**src/rtl/decryption_if.sv**
```systemverilog
// rtl/decryption_if.sv - request/result bundle for the ACORN-128 decryption core
interface decryption_if;
  logic         start;
  logic [292:0] state_in;
  logic [127:0] cipher_in;
  logic [127:0] plain_out;
  logic [292:0] state_out;
  logic         busy;
  logic         done;

  modport master (
    output start, state_in, cipher_in,
    input  plain_out, state_out, busy, done
  );

  modport slave (
    input  start, state_in, cipher_in,
    output plain_out, state_out, busy, done
  );
endinterface

```
**src/rtl/decryption.sv**
```systemverilog
// rtl/decryption.sv - bit-serial ACORN-128 single-block decryption with 256-step padding
module decryption (
  input  logic         clk,
  input  logic         rst,
  decryption_if.slave  bus
);
  typedef enum logic [1:0] {IDLE, DEC, PAD} fsm_t;

  fsm_t         fsm;
  logic [292:0] s;
  logic [127:0] c;
  logic [127:0] p;
  logic [8:0]   cnt;
  logic         busy_r;
  logic         done_r;

  logic [292:0] t;
  logic [292:0] s_next;
  logic         ks;
  logic         m;
  logic         ca;
  logic         f;

  function automatic logic maj(input logic x, input logic y, input logic z);
    return (x & y) ^ (x & z) ^ (y & z);
  endfunction

  function automatic logic ch(input logic x, input logic y, input logic z);
    return (x & y) ^ (~x & z);
  endfunction

  always_comb begin
    t      = s;
    t[289] = s[289] ^ s[235] ^ s[230];
    t[230] = s[230] ^ s[196] ^ s[193];
    t[193] = s[193] ^ s[160] ^ s[154];
    t[154] = s[154] ^ s[111] ^ s[107];
    t[107] = s[107] ^ s[66]  ^ s[61];
    t[61]  = s[61]  ^ s[23]  ^ s[0];
    ks = t[12] ^ t[154] ^ maj(t[235], t[61], t[193]) ^ ch(t[230], t[111], t[66]);
    // Padding injects a single 1 on its first step; cb is zero in both phases.
    m  = (fsm == DEC) ? (c[cnt[6:0]] ^ ks) : (cnt == 9'd0);
    ca = (fsm == DEC) || !cnt[7];
    f  = t[0] ^ ~t[107] ^ maj(t[244], t[23], t[160]) ^ (ca & t[196]);
    s_next = {f ^ m, t[292:1]};
  end

  always_ff @(posedge clk or posedge rst) begin
    if (rst) begin
      fsm    <= IDLE;
      s      <= '0;
      c      <= '0;
      p      <= '0;
      cnt    <= '0;
      busy_r <= 1'b0;
      done_r <= 1'b0;
    end else begin
      done_r <= 1'b0;
      case (fsm)
        IDLE: begin
          if (bus.start) begin
            s      <= bus.state_in;
            c      <= bus.cipher_in;
            cnt    <= '0;
            busy_r <= 1'b1;
            fsm    <= DEC;
          end
        end
        DEC: begin
          s             <= s_next;
          p[cnt[6:0]]   <= m;
          if (cnt == 9'd127) begin
            cnt <= '0;
            fsm <= PAD;
          end else begin
            cnt <= cnt + 9'd1;
          end
        end
        PAD: begin
          s <= s_next;
          if (cnt == 9'd255) begin
            cnt    <= '0;
            busy_r <= 1'b0;
            done_r <= 1'b1;
            fsm    <= IDLE;
          end else begin
            cnt <= cnt + 9'd1;
          end
        end
        default: fsm <= IDLE;
      endcase
    end
  end

  assign bus.plain_out = p;
  assign bus.state_out = s;
  assign bus.busy      = busy_r;
  assign bus.done      = done_r;
endmodule

```
**src/flat_wrapper.sv**
```systemverilog
// flat-port wrapper written by rule: the top's interface ports become plain ports
module decryption_flat 
  (clk, rst, bus_start, bus_state_in, bus_cipher_in, bus_plain_out, bus_state_out, bus_busy, bus_done);
  decryption_if bus_i ();
  input  logic clk;
  input  logic rst;
  input wire logic [$bits(bus_i.start)-1:0] bus_start;
  input wire logic [$bits(bus_i.state_in)-1:0] bus_state_in;
  input wire logic [$bits(bus_i.cipher_in)-1:0] bus_cipher_in;
  output wire logic [$bits(bus_i.plain_out)-1:0] bus_plain_out;
  output wire logic [$bits(bus_i.state_out)-1:0] bus_state_out;
  output wire logic [$bits(bus_i.busy)-1:0] bus_busy;
  output wire logic [$bits(bus_i.done)-1:0] bus_done;
  assign bus_i.start = bus_start;
  assign bus_i.state_in = bus_state_in;
  assign bus_i.cipher_in = bus_cipher_in;
  assign bus_plain_out = bus_i.plain_out;
  assign bus_state_out = bus_i.state_out;
  assign bus_busy = bus_i.busy;
  assign bus_done = bus_i.done;
  decryption u_core (.clk(clk), .rst(rst), .bus(bus_i));
endmodule
```
**config.mk**
```make
export PLATFORM = sky130hd
export DESIGN_NAME = decryption_flat
export DESIGN_NICKNAME = d
export VERILOG_FILES = /design/src/rtl/decryption_if.sv /design/src/rtl/decryption.sv /design/src/flat_wrapper.sv
export SDC_FILE = /design/constraint.sdc
export NUM_CORES = 1
export LEC_CHECK = 0
export ABC_CLOCK_PERIOD_IN_PS = 20600
export CAP_MARGIN = 0
export CORE_AREA = 8 8 322 324
export CTS_BUF_LIST = sky130_fd_sc_hd__clkbuf_8
export DETAILED_ROUTE_END_ITERATION = 6
export DIE_AREA = 0 0 330 332
export HOLD_SLACK_MARGIN = 0.06
export PLACE_DENSITY_LB_ADDON = 0.1
export REMOVE_ABC_BUFFERS = 1
export SLEW_MARGIN = 30
export SYNTH_ARGS = -nofsm -noshare
export SYNTH_HDL_FRONTEND = slang
export SYNTH_SLANG_ARGS = --single-unit
```
**constraint.sdc**
```tcl
create_clock -name clk -period 20.6 [get_ports clk]
set_clock_uncertainty 0.05 [all_clocks]
set_input_delay 3.09 -clock clk [delete_from_list [all_inputs] [get_ports clk]]
set_output_delay 3.09 -clock clk [all_outputs]
set_load 0.05 [all_outputs]
```
==> flow_summary.rst <==
.. list-table::
   :header-rows: 1

   * - Metric
     - Value
   * - Placement Cell Area
     - roughly 0.035 mm^2
   * - Most used flip-flop cell after synthesis
     - dfrtp_1
   * - Run status
     - complete, no violations
   * - Cell type with the largest total area after synthesis
     - dfrtp_1
   * - Std-Cell Core Area
     - between 0.09 and 0.1 mm^2
   * - Count of flip-flops with a built-in enable after synthesis
     - 0
   * - Register area share after synthesis
     - 55.3%
   * - Relative slew margins
     - 29.5%
   * - First element of the critical path
     - rst
   * - Final worst path period share
     - between 20% and 30%
   * - Leading cell type in the layout, fill and taps excluded
     - clkdlybuf4s50_1
   * - Via count of the first global-routing pass
     - about 22000
   * - Grt ovf
     - 0
   * - Total track usage
     - roughly a fifth
   * - Data required time of the worst path
     - between 20000 and 25000 ps
   * - Count of buffers inserted at the top-level ports
     - approximately 850
   * - Post CTS Setup Buffer Count
     - 0
   * - Highest clock rate
     - around 0.18 GHz
   * - Hold buffers post-CTS
     - 0
   * - CP max-delay cell
     - buf_4
   * - Compound-Gate Fraction of Synth Area
     - under 10%
   * - Power Total
     - ~7 mW
   * - Setup TNS
     - 0 ps
   * - Distinct cell type count of the synthesized netlist
     - 47
   * - Register bit count reported by yosys
     - 562
   * - Sum of buffers and inverters on the critical path
     - 5
   * - Die area
     - approximately 0.11 mm^2
   * - Crit-path most repeated cell
     - buf_6
   * - Largest cells by area after synthesis
     - dfrtp_1 55%, mux2i_1 12%, mux2_2 11%
   * - Post-synthesis adder-cell area fraction
     - less than 1%
   * - Worst setup path end
     - u_core.bus.state_out[197]
   * - Number of placement rows
     - roughly 120
   * - Setup crit start kind
     - primary input
   * - Leak Pwr
     - between 15 and 20 nW
   * - Power density cells
     - ~190 mW/mm^2
   * - Final Max Slew Viols
     - 0
   * - Via Count
     - roughly 20000
   * - Clock tree from TritonCTS
     - yes
   * - Clk Tree Root Cell
     - clkbuf_8
   * - Ys async rst share
     - 100%
   * - Total iterations of the first detailed-routing run
     - 5
   * - Number of design rule violations left after detail routing
     - 0
   * - Cells after synthesis
     - ~2200
   * - Die Wd
     - 330 um
   * - Via density per instance
     - approximately 4.5
   * - I/O pin cnt
     - ~850
   * - RSZ-0062 raised after global routing
     - false
   * - Post-Place Setup Slack
     - 13370 ps
   * - Final hold viol count
     - 0
   * - Critical path start-end classification
     - in2async
   * - Startpoint of the worst register-to-register path
     - u_core.fsm[1]
   * - Synth warnings
     - 0
   * - Total of max-cap violations
     - 0
   * - Crit-path max cell delay
     - just under 800 ps
   * - Post-synth top area share
     - between 50 and 60%
   * - Wirelength, routed
     - about 110000 um
   * - Reg2Reg Setup Slack
     - between 15000 and 20000 ps
   * - Pin count of the biggest net entering global routing
     - 147
   * - Clock-pin slew on the worst setup and hold paths
     - 60 ps
   * - WL/cell
     - approximately 24 um
   * - Number of H-tree levels
     - 3
   * - Die Ht
     - around 330 um
   * - Iter 0 DRT Violations
     - between 800 and 900
   * - Clock tree sinks
     - 562
   * - Pin slew with the least headroom to its limit
     - 1060 ps
   * - Post_cts resized
     - 0
   * - Endpoints failing setup
     - 0
   * - Worst R2R End
     - u_core.bus.state_out[58]
   * - Commonest non-fill, non-tap cells in the layout
     - 846 x clkdlybuf4s50_1, 560 x dfrtp_1, 327 x nand2_1, 300 x mux2i_1, 298 x o21ai_0
   * - Total number of nets in the final design
     - 3437
   * - Clk buf depth
     - 3
   * - Internal power consumption
     - between 3 and 4 mW
   * - Final design instance area without fill
     - between 0.03 and 0.04 mm^2
   * - CP max FO
     - between 100 and 150
   * - Power dissipated by switching net loads
     - roughly 3.4 mW
   * - Antenna Violating Nets Remaining
     - 0
   * - Number of antenna violations at the first check in global routing
     - 36
   * - Clk pwr share
     - between 10% and 20%
   * - First-pass GRT wire length
     - about 150000 um
   * - Fraction of the mapped netlist area in simple logic gates
     - between 7 and 8%
   * - Shortest clock period the worst path allows after layout
     - between 5000 and 6000 ps
   * - Classification of the worst-slack hold path
     - reg2reg
   * - Critical path depth in cells
     - 5
   * - Average cell area after synthesis
     - between 10 and 15 um^2
   * - Final worst slack
     - about 15000 ps
   * - Part of the power in registers
     - 27.7%
   * - Worst endpoint data arrival time
     - 6270 ps
   * - Signed area change from the synthesized netlist to the final layout
     - 46.5%
   * - Maximum ir drop on the vdd rail
     - between 0.15 and 0.2 mV
   * - Effective utilization at floorplan
     - about 26%
   * - Cell type group with the largest total delay on the critical path
     - buffers and inverters
   * - XOR/XNOR share of the synthesized area
     - less than 1%
   * - Netlist area before placement
     - about 0.025 mm^2
   * - Multiplexer fraction of the synthesized cell area
     - around a quarter
   * - Final RePlAce weighted congestion
     - between 0.8 and 0.9
   * - Depth of the worst register-to-register path
     - 7
   * - Critical path, cell by cell
     - clkdlybuf4s50_1 -> clkinv_8 -> buf_6 -> buf_4 -> buf_6
   * - Skew-Pair Late Insertion Delay
     - 750 ps
   * - Endpoint kind of the worst setup timing path
     - async pin
   * - Layout cells sized above 1
     - around 15%
   * - Sw frac
     - 48.9%
   * - Half-perimeter wire length after placement
     - approximately 80000 um
   * - Number of buffers added by the clock tree synthesis step
     - around 110
   * - Combinational family with the most area after synthesis
     - multiplexers
   * - Comb pwr share
     - 57.1%
==> worst min path at each step <==
| stage | endpoint | depth (start not counted) | slack (ps) | start |
|---|---|---|---|---|
| final | u_core.c[36] | 1 | 450 | u_core.c[36] |
| after global routing | u_core.c[26] | 1 | 460 | u_core.c[26] |
| after CTS | u_core.c[26] | 1 | 450 | u_core.c[26] |
| after detailed placement | u_core.c[26] | 1 | 440 | u_core.c[26] |
| after global placement | u_core.c[122] | 1 | 430 | u_core.c[122] |
| after floorplan | u_core.c[102] | 1 | 420 | u_core.c[102] |
==> flip-flops by register name, summed over array words and instances (netlist names) <==
signal	cells
u_core.bus.state_out	293
u_core.bus.plain_out	128
u_core.c	128
u_core.cnt	9
u_core.fsm	2
u_core.bus.busy	1
u_core.bus.done	1
==> cells in the mapped netlist, types with 8 or more instances <==
cell,count
a21oi_1,8
buf_2,9
buf_4,14
clkbuf_1,126
dfrtp_1,562
inv_1,11
mux2_2,257
mux2i_1,300
mux4_2,32
nand2_1,328
nand3_1,14
nor2_1,139
o21ai_0,299
o22ai_1,8
xnor2_1,14
==> cell families (layout without fill, tap and decap cells) <==
| kind of cell | after synthesis | count (layout) |
|---|---|---|
| other | 0 | 27 |
| buffers and inverters | 167 | 1064 |
| DFF | 562 | 562 |
| xor gates and xnor gates | 17 | 17 |
| adders and majority gates | 9 | 9 |
| and+or+nand+nor | 503 | 503 |
| muxes | 589 | 589 |
| AOI/OAI and AO/OA | 339 | 339 |
==> power groups by stage <==
stage / combinational (mW) / sequential (mW) / clock [mW]
global route: 4.24 / 1.97 / 1.14
global placement: 3.95 / 1.92 / 0
CTS: 4.00 / 1.92 / 1.10
finish: 3.94 / 1.91 / 1.04
floorplan: 2.35 / 2.82 / 0
detailed placement: 4.00 / 1.93 / 0
==> layer usage <==
layer | routed length [um] | part of all wire, % | vias up | global-route usage (%)
li1 | - | - | 9283 | -
met1 | 41300 | 38 | 9755 | 21.3
met2 | 53600 | 50 | 600 | 32.4
met3 | 7900 | 7.3 | 173 | 6.16
met4 | 4620 | 4.3 | 14 | 9.67
met5 | 89 | 0.083 | - | 0
==> through the flow <==
step	util, %	hold WS (ps)	std cells
2_1_floorplan	-	424	2030
3_3_place_gp	35.4	434	4194
3_5_place_dp	35.5	438	4196
4_1_cts	37.5	451	4380
5_1_grt	37.6	461	4404
6_report	37.6	452	4408
==> final cells by class <==
cell class / count / area [um^2]
clock buffers: 122 / 1680
well taps: 1298 / 1620
clock inverters: 62 / 308
repair buffers: 869 / 8730
fillers: 9791 / 61800
inverters: 11 / 53.8
diodes: 27 / 67.6
multi-input cells: 1457 / 10700
flip-flops and latches: 562 / 14100
Power figures use the tool's default switching activity.
